## config.mk

```make
export PLATFORM = sky130hd
export DESIGN_NAME = pc_seq_ctrl_flat
export DESIGN_NICKNAME = d
export VERILOG_FILES = /design/src/rtl/pc_seq_ctrl_pkg.sv /design/src/rtl/pc_seq_ctrl_if.sv /design/src/rtl/pc_seq_ctrl_stack.sv /design/src/rtl/pc_seq_ctrl.sv /design/src/flat_wrapper.sv
export SDC_FILE = /design/constraint.sdc
export NUM_CORES = 1
export LEC_CHECK = 0
export CAP_MARGIN = 0
export CELL_PAD_IN_SITES_DETAIL_PLACEMENT = 1
export CELL_PAD_IN_SITES_GLOBAL_PLACEMENT = 1
export CORE_ASPECT_RATIO = 0.8
export CORE_MARGIN = 5
export CORE_UTILIZATION = 33
export CTS_CLUSTER_SIZE = 14
export DETAILED_ROUTE_END_ITERATION = 16
export PLACE_DENSITY_LB_ADDON = 0.1
export SKIP_CTS_REPAIR_TIMING = 1
export SYNTH_ARGS = -nofsm -noshare
export SYNTH_HDL_FRONTEND = slang
export SYNTH_HIERARCHICAL = 1
export SYNTH_SLANG_ARGS = --single-unit
```

## constraint.sdc

```tcl
create_clock -name clk -period 1.9 [get_ports clk]
set_clock_uncertainty 0.1 [all_clocks]
set_input_delay 0.38 -clock clk [delete_from_list [all_inputs] [get_ports clk]]
set_output_delay 0.38 -clock clk [all_outputs]
set_load 0.01 [all_outputs]
```

## src/rtl/pc_seq_ctrl_pkg.sv

```systemverilog
// ----------------------------------------------------------------------------
// pc_seq_ctrl_pkg
//
// Shared constants for the fetch/execute sequencer that drives the 8-bit
// program counter `pc`.
//   - pc_mode_*  : command encodings understood by pc.mode
//   - op_*       : instruction opcodes (instruction bits [11:8])
//   - seq_*      : sequencer FSM state encodings
//   - helpers    : opcode/immediate field extraction for a 12-bit word
//
// Optional feature macro (consumed by pc_seq_ctrl): PC_SEQ_CTRL_STACK_EN
// ----------------------------------------------------------------------------
package pc_seq_ctrl_pkg;

    // Commands for pc.mode
    localparam logic [2:0] pc_mode_stop   = 3'd0;  // hold current value
    localparam logic [2:0] pc_mode_normal = 3'd1;  // advance by one
    localparam logic [2:0] pc_mode_add    = 3'd2;  // pc + offset (mod 256)
    localparam logic [2:0] pc_mode_jump   = 3'd3;  // pc = offset

    // Instruction opcodes
    localparam logic [3:0] op_nop  = 4'd0;
    localparam logic [3:0] op_add  = 4'd1;
    localparam logic [3:0] op_jmp  = 4'd2;
    localparam logic [3:0] op_bz   = 4'd3;
    localparam logic [3:0] op_halt = 4'd4;
    localparam logic [3:0] op_call = 4'd5;
    localparam logic [3:0] op_ret  = 4'd6;

    // Sequencer states
    typedef enum logic [1:0] {
        seq_idle  = 2'd0,
        seq_fetch = 2'd1,
        seq_exec  = 2'd2,
        seq_halt  = 2'd3
    } seq_state_t;

    // Field extraction for the 12-bit instruction format
    function automatic logic [3:0] ir_opcode(input logic [11:0] ir);
        return ir[11:8];
    endfunction

    function automatic logic [7:0] ir_imm(input logic [11:0] ir);
        return ir[7:0];
    endfunction

endpackage

```

## src/rtl/pc_seq_ctrl_if.sv

```systemverilog
// ----------------------------------------------------------------------------
// pc_seq_ctrl_if
//
// Groups the sequencer's two buses: the instruction-memory fetch handshake
// and the command path to the program counter.
//   imem_req   sequencer -> memory  fetch request, address is pc_in
//   imem_ack   memory -> sequencer  instruction word valid this cycle
//   imem_data  memory -> sequencer  instruction word (IW bits)
//   pc_in      pc -> sequencer      current pc.pc_out
//   pc_mode    sequencer -> pc      pc.mode command (pc_mode_* constants)
//   pc_offset  sequencer -> pc      pc.offset command
//
// Modports: master = sequencer side, slave = memory/pc side.
// ----------------------------------------------------------------------------
interface pc_seq_ctrl_if #(
    parameter int IW = 12
);
    logic          imem_req;
    logic          imem_ack;
    logic [IW-1:0] imem_data;
    logic [7:0]    pc_in;
    logic [2:0]    pc_mode;
    logic [7:0]    pc_offset;

    modport master (
        output imem_req,
        output pc_mode,
        output pc_offset,
        input  imem_ack,
        input  imem_data,
        input  pc_in
    );

    modport slave (
        input  imem_req,
        input  pc_mode,
        input  pc_offset,
        output imem_ack,
        output imem_data,
        output pc_in
    );
endinterface

```

## src/rtl/pc_seq_ctrl_stack.sv

```systemverilog
// ----------------------------------------------------------------------------
// pc_seq_stack
//
// Small LIFO holding return addresses for CALL/RET.
//   clk, reset  clock and asynchronous active-high reset (empties the stack)
//   push        write push_data on top (ignored when full)
//   pop         discard the top entry (ignored when empty or when pushing)
//   push_data   value to push (W bits)
//   top_data    current top entry, zero when empty
//   full/empty  occupancy flags
// Each entry is its own register so the top can be read combinationally in
// the same cycle the sequencer decides to jump to it.
// ----------------------------------------------------------------------------
module pc_seq_stack #(
    parameter int DEPTH = 4,
    parameter int W     = 8
) (
    input  logic         clk,
    input  logic         reset,
    input  logic         push,
    input  logic         pop,
    input  logic [W-1:0] push_data,
    output logic [W-1:0] top_data,
    output logic         full,
    output logic         empty
);
    localparam int CW = $clog2(DEPTH + 1);

    logic [CW-1:0]      count_reg;
    logic [CW-1:0]      count_next;
    logic [DEPTH*W-1:0] entries_flat;
    logic               do_push;
    logic               do_pop;

    assign full    = (count_reg == CW'(DEPTH));
    assign empty   = (count_reg == '0);
    assign do_push = push && !full;
    assign do_pop  = pop && !push && !empty;

    always_comb begin
        count_next = count_reg;
        if (do_push) begin
            count_next = count_reg + CW'(1);
        end else if (do_pop) begin
            count_next = count_reg - CW'(1);
        end
    end

    always_ff @(posedge clk or posedge reset) begin
        if (reset) begin
            count_reg <= '0;
        end else begin
            count_reg <= count_next;
        end
    end

    // Entry gi is written when it is the next free slot.
    genvar gi;
    generate
        for (gi = 0; gi < DEPTH; gi++) begin : g_entry
            logic [W-1:0] value_reg;

            always_ff @(posedge clk or posedge reset) begin
                if (reset) begin
                    value_reg <= '0;
                end else if (do_push && (count_reg == CW'(gi))) begin
                    value_reg <= push_data;
                end
            end

            assign entries_flat[gi*W +: W] = value_reg;
        end
    endgenerate

    // Top of stack is the entry just below the occupancy count.
    always_comb begin
        top_data = '0;
        for (int i = 0; i < DEPTH; i++) begin
            if (count_reg == CW'(i + 1)) begin
                top_data = entries_flat[i*W +: W];
            end
        end
    end

endmodule

```

## src/rtl/pc_seq_ctrl.sv

```systemverilog
// ----------------------------------------------------------------------------
// pc_seq_ctrl
//
// Fetch/execute sequencer for the 8-bit program counter. Fetches the word at
// pc_in, decodes it, and drives pc_mode/pc_offset for exactly one cycle per
// instruction; pc_mode is pc_mode_stop at every other time.
//
// Ports:
//   clk        system clock, rising edge
//   reset      asynchronous active-high reset
//   start      level; leaves IDLE or HALT
//   zero_flag  BZ condition, looked at during EXEC
//   bus        pc_seq_ctrl_if.master (imem handshake + pc command)
//   halted     high while in HALT
//   err        sticky: illegal opcode or stack fault
//   retired    count of executed (non-HALT, legal) instructions, wraps
//
// Optional feature: define PC_SEQ_CTRL_STACK_EN to enable CALL/RET with a
// STACK_DEPTH-entry return-address stack. Without it, opcodes 5/6 are illegal.
// ----------------------------------------------------------------------------
module pc_seq_ctrl
    import pc_seq_ctrl_pkg::*;
#(
    parameter int IW          = 12,
    parameter int CNT_W       = 16,
    parameter int STACK_DEPTH = 4
) (
    input  logic              clk,
    input  logic              reset,
    input  logic              start,
    input  logic              zero_flag,
    pc_seq_ctrl_if.master     bus,
    output logic              halted,
    output logic              err,
    output logic [CNT_W-1:0]  retired
);
    localparam logic [CNT_W-1:0] cnt_one = CNT_W'(1);

    seq_state_t       state_reg;
    seq_state_t       state_next;
    logic [IW-1:0]    ir_reg;
    logic [IW-1:0]    ir_next;
    logic             err_reg;
    logic             err_next;
    logic [CNT_W-1:0] retired_reg;
    logic [CNT_W-1:0] retired_next;

    logic             req_c;
    logic [2:0]       mode_c;
    logic [7:0]       offset_c;
    logic             retire_c;
    logic             fault_c;

    logic [3:0]       opcode;
    logic [7:0]       imm;

    assign opcode = ir_opcode(ir_reg);
    assign imm    = ir_imm(ir_reg);

`ifdef PC_SEQ_CTRL_STACK_EN
    logic       stk_push;
    logic       stk_pop;
    logic       stk_full;
    logic       stk_empty;
    logic [7:0] stk_top;

    // Return address is the instruction after the CALL, modulo 256.
    pc_seq_stack #(
        .DEPTH (STACK_DEPTH),
        .W     (8)
    ) u_stack (
        .clk       (clk),
        .reset     (reset),
        .push      (stk_push),
        .pop       (stk_pop),
        .push_data (bus.pc_in + 8'd1),
        .top_data  (stk_top),
        .full      (stk_full),
        .empty     (stk_empty)
    );
`else
    // pc_in and STACK_DEPTH only matter to the return-address stack.
    wire unused_cfg = ^{STACK_DEPTH, bus.pc_in};
`endif

    // State register. Everything the outputs depend on resets asynchronously,
    // so a reset mid-fetch drops imem_req without waiting for a clock.
    always_ff @(posedge clk or posedge reset) begin
        if (reset) begin
            state_reg   <= seq_idle;
            ir_reg      <= '0;
            err_reg     <= 1'b0;
            retired_reg <= '0;
        end else begin
            state_reg   <= state_next;
            ir_reg      <= ir_next;
            err_reg     <= err_next;
            retired_reg <= retired_next;
        end
    end

    // Next-state and output decode
    always_comb begin
        state_next   = state_reg;
        ir_next      = ir_reg;
        err_next     = err_reg;
        retired_next = retired_reg;
        req_c        = 1'b0;
        mode_c       = pc_mode_stop;
        offset_c     = 8'd0;
        retire_c     = 1'b0;
        fault_c      = 1'b0;
`ifdef PC_SEQ_CTRL_STACK_EN
        stk_push     = 1'b0;
        stk_pop      = 1'b0;
`endif

        case (state_reg)
            seq_idle: begin
                if (start) begin
                    state_next = seq_fetch;
                end
            end

            seq_fetch: begin
                // Request stays up until the memory answers.
                req_c = 1'b1;
                if (bus.imem_ack) begin
                    ir_next    = bus.imem_data;
                    state_next = seq_exec;
                end
            end

            seq_exec: begin
                state_next = seq_fetch;
                retire_c   = 1'b1;
                case (opcode)
                    op_nop: begin
                        mode_c   = pc_mode_normal;
                        offset_c = 8'd1;
                    end
                    op_add: begin
                        mode_c   = pc_mode_add;
                        offset_c = imm;
                    end
                    op_jmp: begin
                        mode_c   = pc_mode_jump;
                        offset_c = imm;
                    end
                    op_bz: begin
                        if (zero_flag) begin
                            mode_c   = pc_mode_add;
                            offset_c = imm;
                        end else begin
                            mode_c   = pc_mode_normal;
                            offset_c = 8'd1;
                        end
                    end
                    op_halt: begin
                        state_next = seq_halt;
                        retire_c   = 1'b0;
                    end
`ifdef PC_SEQ_CTRL_STACK_EN
                    op_call: begin
                        if (stk_full) begin
                            fault_c = 1'b1;
                        end else begin
                            stk_push = 1'b1;
                            mode_c   = pc_mode_jump;
                            offset_c = imm;
                        end
                    end
                    op_ret: begin
                        if (stk_empty) begin
                            fault_c = 1'b1;
                        end else begin
                            stk_pop  = 1'b1;
                            mode_c   = pc_mode_jump;
                            offset_c = stk_top;
                        end
                    end
`endif
                    default: begin
                        fault_c = 1'b1;
                    end
                endcase

                // A fault leaves pc_mode at stop and the stack untouched.
                if (fault_c) begin
                    err_next   = 1'b1;
                    state_next = seq_halt;
                    retire_c   = 1'b0;
                end

                if (retire_c) begin
                    retired_next = retired_reg + cnt_one;
                end
            end

            seq_halt: begin
                // err is deliberately kept across a restart.
                if (start) begin
                    state_next = seq_fetch;
                end
            end

            default: begin
                state_next = seq_idle;
            end
        endcase
    end

    assign bus.imem_req  = req_c;
    assign bus.pc_mode   = mode_c;
    assign bus.pc_offset = offset_c;
    assign halted        = (state_reg == seq_halt);
    assign err           = err_reg;
    assign retired       = retired_reg;

endmodule
```

## src/flat_wrapper.sv

```systemverilog
// flat-port wrapper written by rule: the top's interface ports become plain ports
module pc_seq_ctrl_flat import pc_seq_ctrl_pkg::*;
#(
    parameter int IW          = 12,
    parameter int CNT_W       = 16,
    parameter int STACK_DEPTH = 4
)
  (clk, reset, start, zero_flag, halted, err, retired, bus_imem_req, bus_pc_mode, bus_pc_offset, bus_imem_ack, bus_imem_data, bus_pc_in);
  pc_seq_ctrl_if #(.IW(IW)) bus_i ();
  input  logic clk;
  input  logic reset;
  input  logic start;
  input  logic zero_flag;
  output logic halted;
  output logic err;
  output logic [CNT_W-1:0] retired;
  output wire logic [$bits(bus_i.imem_req)-1:0] bus_imem_req;
  output wire logic [$bits(bus_i.pc_mode)-1:0] bus_pc_mode;
  output wire logic [$bits(bus_i.pc_offset)-1:0] bus_pc_offset;
  input wire logic [$bits(bus_i.imem_ack)-1:0] bus_imem_ack;
  input wire logic [$bits(bus_i.imem_data)-1:0] bus_imem_data;
  input wire logic [$bits(bus_i.pc_in)-1:0] bus_pc_in;
  assign bus_imem_req = bus_i.imem_req;
  assign bus_pc_mode = bus_i.pc_mode;
  assign bus_pc_offset = bus_i.pc_offset;
  assign bus_i.imem_ack = bus_imem_ack;
  assign bus_i.imem_data = bus_imem_data;
  assign bus_i.pc_in = bus_pc_in;
  pc_seq_ctrl #(.IW(IW), .CNT_W(CNT_W), .STACK_DEPTH(STACK_DEPTH)) u_core (.clk(clk), .reset(reset), .start(start), .zero_flag(zero_flag), .bus(bus_i), .halted(halted), .err(err), .retired(retired));
endmodule
```

==> results of run 1 <==
==> worst min path at each step <==
stage	startpoint	endpoint	slack [ns]	cells after the start
2_1_floorplan	u_core/ir_reg[1]	u_core/ir_reg[1]	0.37	1
3_3_place_gp	u_core/err	u_core/err	0.35	1
3_5_place_dp	u_core/err	u_core/err	0.36	1
4_1_cts	u_core/retired[15]	u_core/retired[15]	0.38	1
5_1_grt	u_core/err	u_core/err	0.41	1
6_report	u_core/retired[15]	u_core/retired[15]	0.37	1
==> placed cells by master, fill, tap and decap left out, types with 2 or more instances in the layout <==
cell type,count
and2_1,4
and2_4,6
and3_1,2
buf_2,3
buf_4,18
buf_6,9
clkbuf_8,6
clkdlybuf4s50_1,32
dfrtp_1,30
dlymetal6s2s_1,4
ha_1,4
inv_1,6
mux2_2,12
nand2_1,10
nand2b_1,2
nand3_1,5
nand4_1,5
nor2_1,2
nor2_4,2
o21ai_0,3
xnor2_1,13
xor2_1,2
==> worst max-delay path: stages, from the launching register on <==
cell	delay, ns
dfrtp_1	0.38
inv_1	0.06
ha_2	0.18
nand2_2	0.06
nor3_2	0.10
buf_4	0.16
buf_6	0.10
buf_6	0.07
and2_4	0.12
buf_6	0.09
==> cells by family after synthesis <==
logic type | synth area share (%)
muxes | 9.17
adders and majority gates | 4.24
xor gates and xnor gates | 8.91
buffers and inverters | 3.65
AOI/OAI and AO/OA | 2.29
DFF | 52.6
and+or+nand+nor | 18.8
other | 0.254
==> metal layers <==
layer	track usage [%]	wire (µm)	vias to the layer above
li1	-	-	552
met1	14.6	1560	549
met2	21.2	1750	28
met3	5.23	188	5
met4	5.62	51	0
met5	0	0	-
==> power by group through the flow <==
stage          registers [mW]  clock network [mW]  logic [mW]
2_1_floorplan            1.02                   0       0.504
3_3_place_gp             1.00                   0       0.961
3_5_place_dp             1.01                   0        1.01
4_1_cts                  1.00               0.694        1.02
5_1_grt                  1.05               0.732        1.22
6_report                 1.02               0.674        1.11
==> layout make-up <==
| cell class | count | area (µm²) | area share (%) |
|---|---|---|---|
| Clock buffer | 6 | 82.6 | 3.60 |
| Clock inverter | 2 | 35.0 | 1.53 |
| Inverter | 6 | 22.5 | 0.981 |
| Multi-Input combinational cell | 86 | 686 | 29.9 |
| Sequential cell | 31 | 777 | 33.8 |
| Tap cell | 57 | 71.3 | 3.11 |
| Timing Repair Buffer | 66 | 622 | 27.1 |
==> per-stage QoR <==
stage          worst slack (ns)  TNS (ns)  cell area, µm²  std cells  hold WS, ns
6_report                 -0.188    -0.956            2300        254        0.369
3_3_place_gp             -0.479     -4.25            2050        237        0.353
4_1_cts                  -0.582     -5.60            2170        245        0.376
5_1_grt                  -0.294     -1.89            2300        254        0.407
3_5_place_dp             -0.552     -4.93            2050        237        0.359
2_1_floorplan            0.0686         0            1470        127        0.371
==> metrics.yaml, run 1 <==
outcome: "finished with violations"
failed_checks: "negative setup slack"
fp.dieW_um: 84.7
layout.nets: 226
ys_seq_elements: 31
path_class: "reg2out"
leakagePower_nw: 1.10
synthDistinctLibCells: 27
wirelength_um: 3540
power_mw: 2.80
setup_viol: 8
max_cap_violations: 0
overflow: 0
synth.largest_area_cell: "dfrtp_1"
max_freq_ghz: 0.479
antenna_cells: 0
rr_endpoint: "u_core/retired[11]"
htree_levels: 2
final_layout_size_suffix_gt1_share_pct: 34.5
boundaryPins: 55
synth_enable_flop_cells: 0
synth_most_common_cell: "dfrtp_1"
powerDensity_mw_per_mm2: 1220
fillCellCount: 457
largest_reg_flops: 16
cts-root-buf: "clkbuf_8"
fin_ws_ns: -0.188
hp-class: "reg2reg"
clkTransAtPathRegs_ns: 0.07
post-route-util_pct: 53.9
synth_top_cell_area_share_pct: 52.6
syn_inst: 127
start_util_pct: 34.6
p_comb_share_pct: 39.6
final_max_slew_viol_count: 0
ant_nets: 0
cts_buffers: 5
final_min_period_over_clock_period_pct: 110
p_int_mw: 1.94
clockBufferDepth: 2
endpoint_kind: "primary output"
grt_max_degree: 32
worst_ep_arrival_time_ns: 1.61
cp.required_ns: 1.42
ff2ff_setup_slack_ns: 0.15
crit_end: "bus_pc_offset[4]"
num_vias: 1134
clk_latency_ns: 0.28
first_iter_violations: 44
core_area_mm2: 0.00426
numClockSinks: 31
dieHeight_um: 69.8
place_hpwl_um: 2600
synth_seq_area_share_pct: 52.6
synthToLayoutAreaGrowth_pct: 55.8
first_global_vias: 1253
rows: 21
switchingPower_mw: 0.860
yosys-top-cells-area: "dfrtp_1, mux2_2, xnor2_1, ha_1, and2_1"
p_seq_share_pct: 36.3
avgSynthCellArea_um2: 11.6
crit_start: "u_core/state_reg[0]"
rsz0062_at_grt: "yes"
drc: 0
wire_per_inst_um: 14.0
swShare_pct: 30.7
portBuffers: 45
cts_tree: "yes"
synthArstFlopShare_pct: 100
antenna_found_initial: 0
synth_flop_cell: "dfrtp_1"
syn-num-nets: 157
hold_viol: 0
avgViaCountPerCell: 4.46
ys_top_cells_by_count: "dfrtp_1, xnor2_1, mux2_2"
startpoint_type: "flop"
reg2reg_depth: 7
die_area_mm2: 0.00591
clockPowerShare_pct: 24.1
routabilityCongestion: 0.738
worstPathMaxFanout: 5
yosys_warnings: 6
min_period_ns: 2.09
grt.total_usage_pct: 12.9
vdd_drop_max_v: 0.000625
grt_pass1_wl_um: 5990
timing.rr.start: "u_core/state_reg[0]"
syn_area_mm2: 0.00147
dr.pass1.iters: 4
Note: power is estimated with default switching activity, not from simulation.
==> run 2: changes to the inputs <==
--- a/config.mk
+++ b/config.mk
@@ -9,7 +9,7 @@
 export CELL_PAD_IN_SITES_DETAIL_PLACEMENT = 1
 export CELL_PAD_IN_SITES_GLOBAL_PLACEMENT = 1
 export CORE_ASPECT_RATIO = 0.8
-export CORE_MARGIN = 5
+export CORE_MARGIN = 8
 export CORE_UTILIZATION = 33
 export CTS_CLUSTER_SIZE = 14
 export DETAILED_ROUTE_END_ITERATION = 16
==> metrics.yaml, run 2 (synthesis results as in run 1) <==
outcome: "finished with violations"
failed_checks: "negative setup slack"
start_util_pct: 34.8
p_int_mw: 1.76
startpoint_type: "flop"
crit_end: "bus_pc_offset[6]"
place_area_mm2: 0.00205
final_common_cell: "clkdlybuf4s50_1"
wirelength_um: 3810
path_class: "reg2out"
layout_common_cells: "clkdlybuf4s50_1, dfrtp_1, buf_4, xnor2_1, mux2_2"
first_iter_violations: 14
hold_viol: 0
htree_levels: 2
clkTransAtPathRegs_ns: 0.06
antenna_found_initial: 0
antenna_cells: 0
swShare_pct: 31.7
place_hpwl_um: 2910
dpl.cell_count: 237
cts-root-buf: "clkbuf_8"
grt_max_degree: 32
grt_pass1_wl_um: 6240
die_area_mm2: 0.00687
max_freq_ghz: 0.510
boundaryPins: 55
rsz0062_at_grt: "yes"
final_layout_size_suffix_gt1_share_pct: 28.0
num_vias: 1101
clockPowerShare_pct: 21.9
min_period_ns: 1.96
power_mw: 2.57
grt.total_usage_pct: 11.7
wire_per_inst_um: 15.5
p_seq_share_pct: 39.4
tns_ns: -0.321
hp-class: "reg2reg"
endpoint_kind: "primary output"
worstPathMaxFanout: 8
timing.rr.start: "u_core/state_reg[0]"
fp.dieW_um: 90.7
ant_nets: 0
drc: 0
timing.hold.ws_ns: 0.369
leakagePower_nw: 1.03
final_max_slew_viol_count: 0
reg2reg_depth: 7
clockBufferDepth: 2
dieHeight_um: 75.8
rr_endpoint: "u_core/retired[5]"
clk_latency_ns: 0.28
largest_reg_flops: 16
numClockSinks: 31
crit_path_max_incr_delay_ns: 0.38
portBuffers: 45
layout.nets: 218
routabilityCongestion: 0.756
cp.required_ns: 1.42
first_global_vias: 1243
cts_tree: "yes"
pre_cts_ws_ns: -0.527
synthToLayoutAreaGrowth_pct: 46.5
post-route-util_pct: 51.1
ff2ff_setup_slack_ns: 0.15
overflow: 0
powerDensity_mw_per_mm2: 1190
switchingPower_mw: 0.817
crit_slowest_cell: "dfrtp_1"
core_area_mm2: 0.00423
fin_cells: 246
cts_buffers: 5
final_min_period_over_clock_period_pct: 103
fin_area_mm2: 0.00216
worst_ep_arrival_time_ns: 1.48
crit_start: "u_core/state_reg[0]"
dr.pass1.iters: 3
setup_viol: 7
rows: 21
p_comb_share_pct: 38.8
max_cap_violations: 0
vdd_drop_max_v: 0.000551
fin_ws_ns: -0.0593
crit_chain: "inv_1 -> ha_2 -> nand2_2 -> nor3_2 -> buf_4 -> and2_1 -> buf_2"
avgViaCountPerCell: 4.48
==> run 2: cell count changes in the layout (fill, tap and decap cells not counted), sizes merged <==
cell,change
clkinv,-1
clkbuf,+2
buf,-8
bufinv,-1
==> run 2: worst min-delay path by stage <==
stage                                   from                 end  slack (ns)  cells past startpoint
final                             u_core/err          u_core/err        0.37                      1
after detailed placement          u_core/err          u_core/err        0.36                      1
after CTS                         u_core/err          u_core/err        0.37                      1
after global placement            u_core/err          u_core/err        0.36                      1
after floorplan             u_core/ir_reg[1]    u_core/ir_reg[1]        0.37                      1
after global routing      u_core/retired[15]  u_core/retired[15]        0.40                      1
==> run 2: area by class of cell <==
cell class                      count  area, µm²
Tap cell                           57       71.3
Fill cell                         458       2070
Inverter                            6       22.5
Timing Repair Buffer               58        519
Sequential cell                    31        776
Clock buffer                        8        100
Multi-Input combinational cell     86        671
==> run 2: power by group through the flow <==
stage | Sequential (mW) | Combinational, mW | Clock [mW]
2_1_floorplan | 1.02 | 0.504 | 0
3_3_place_gp | 1.00 | 0.967 | 0
3_5_place_dp | 1.02 | 1.01 | 0
4_1_cts | 1.01 | 1.02 | 0.583
5_1_grt | 1.05 | 1.11 | 0.611
6_report | 1.01 | 0.997 | 0.563
==> run 2: critical path, delay by kind of cell, from the launching register on <==
| family | cells | cell delay (ns) |
|---|---|---|
| adder cells (fa/ha/maj) | 1 | 0.18 |
| buffers and inverters | 3 | 0.35 |
| AND/OR/NAND/NOR | 3 | 0.29 |
| flip-flops | 1 | 0.38 |
==> run 2: metal layers <==
layer / GRT usage, % / wire length (µm) / up-vias / part of all wire, %
met1: 13.9 / 1820 / 524 / 48
met3: 5.12 / 241 / 8 / 6.3
met4: 5.51 / 60 / 0 / 1.6
met5: 0 / 0 / - / 0
met2: 18.2 / 1690 / 34 / 44
li1: - / - / 535 / -
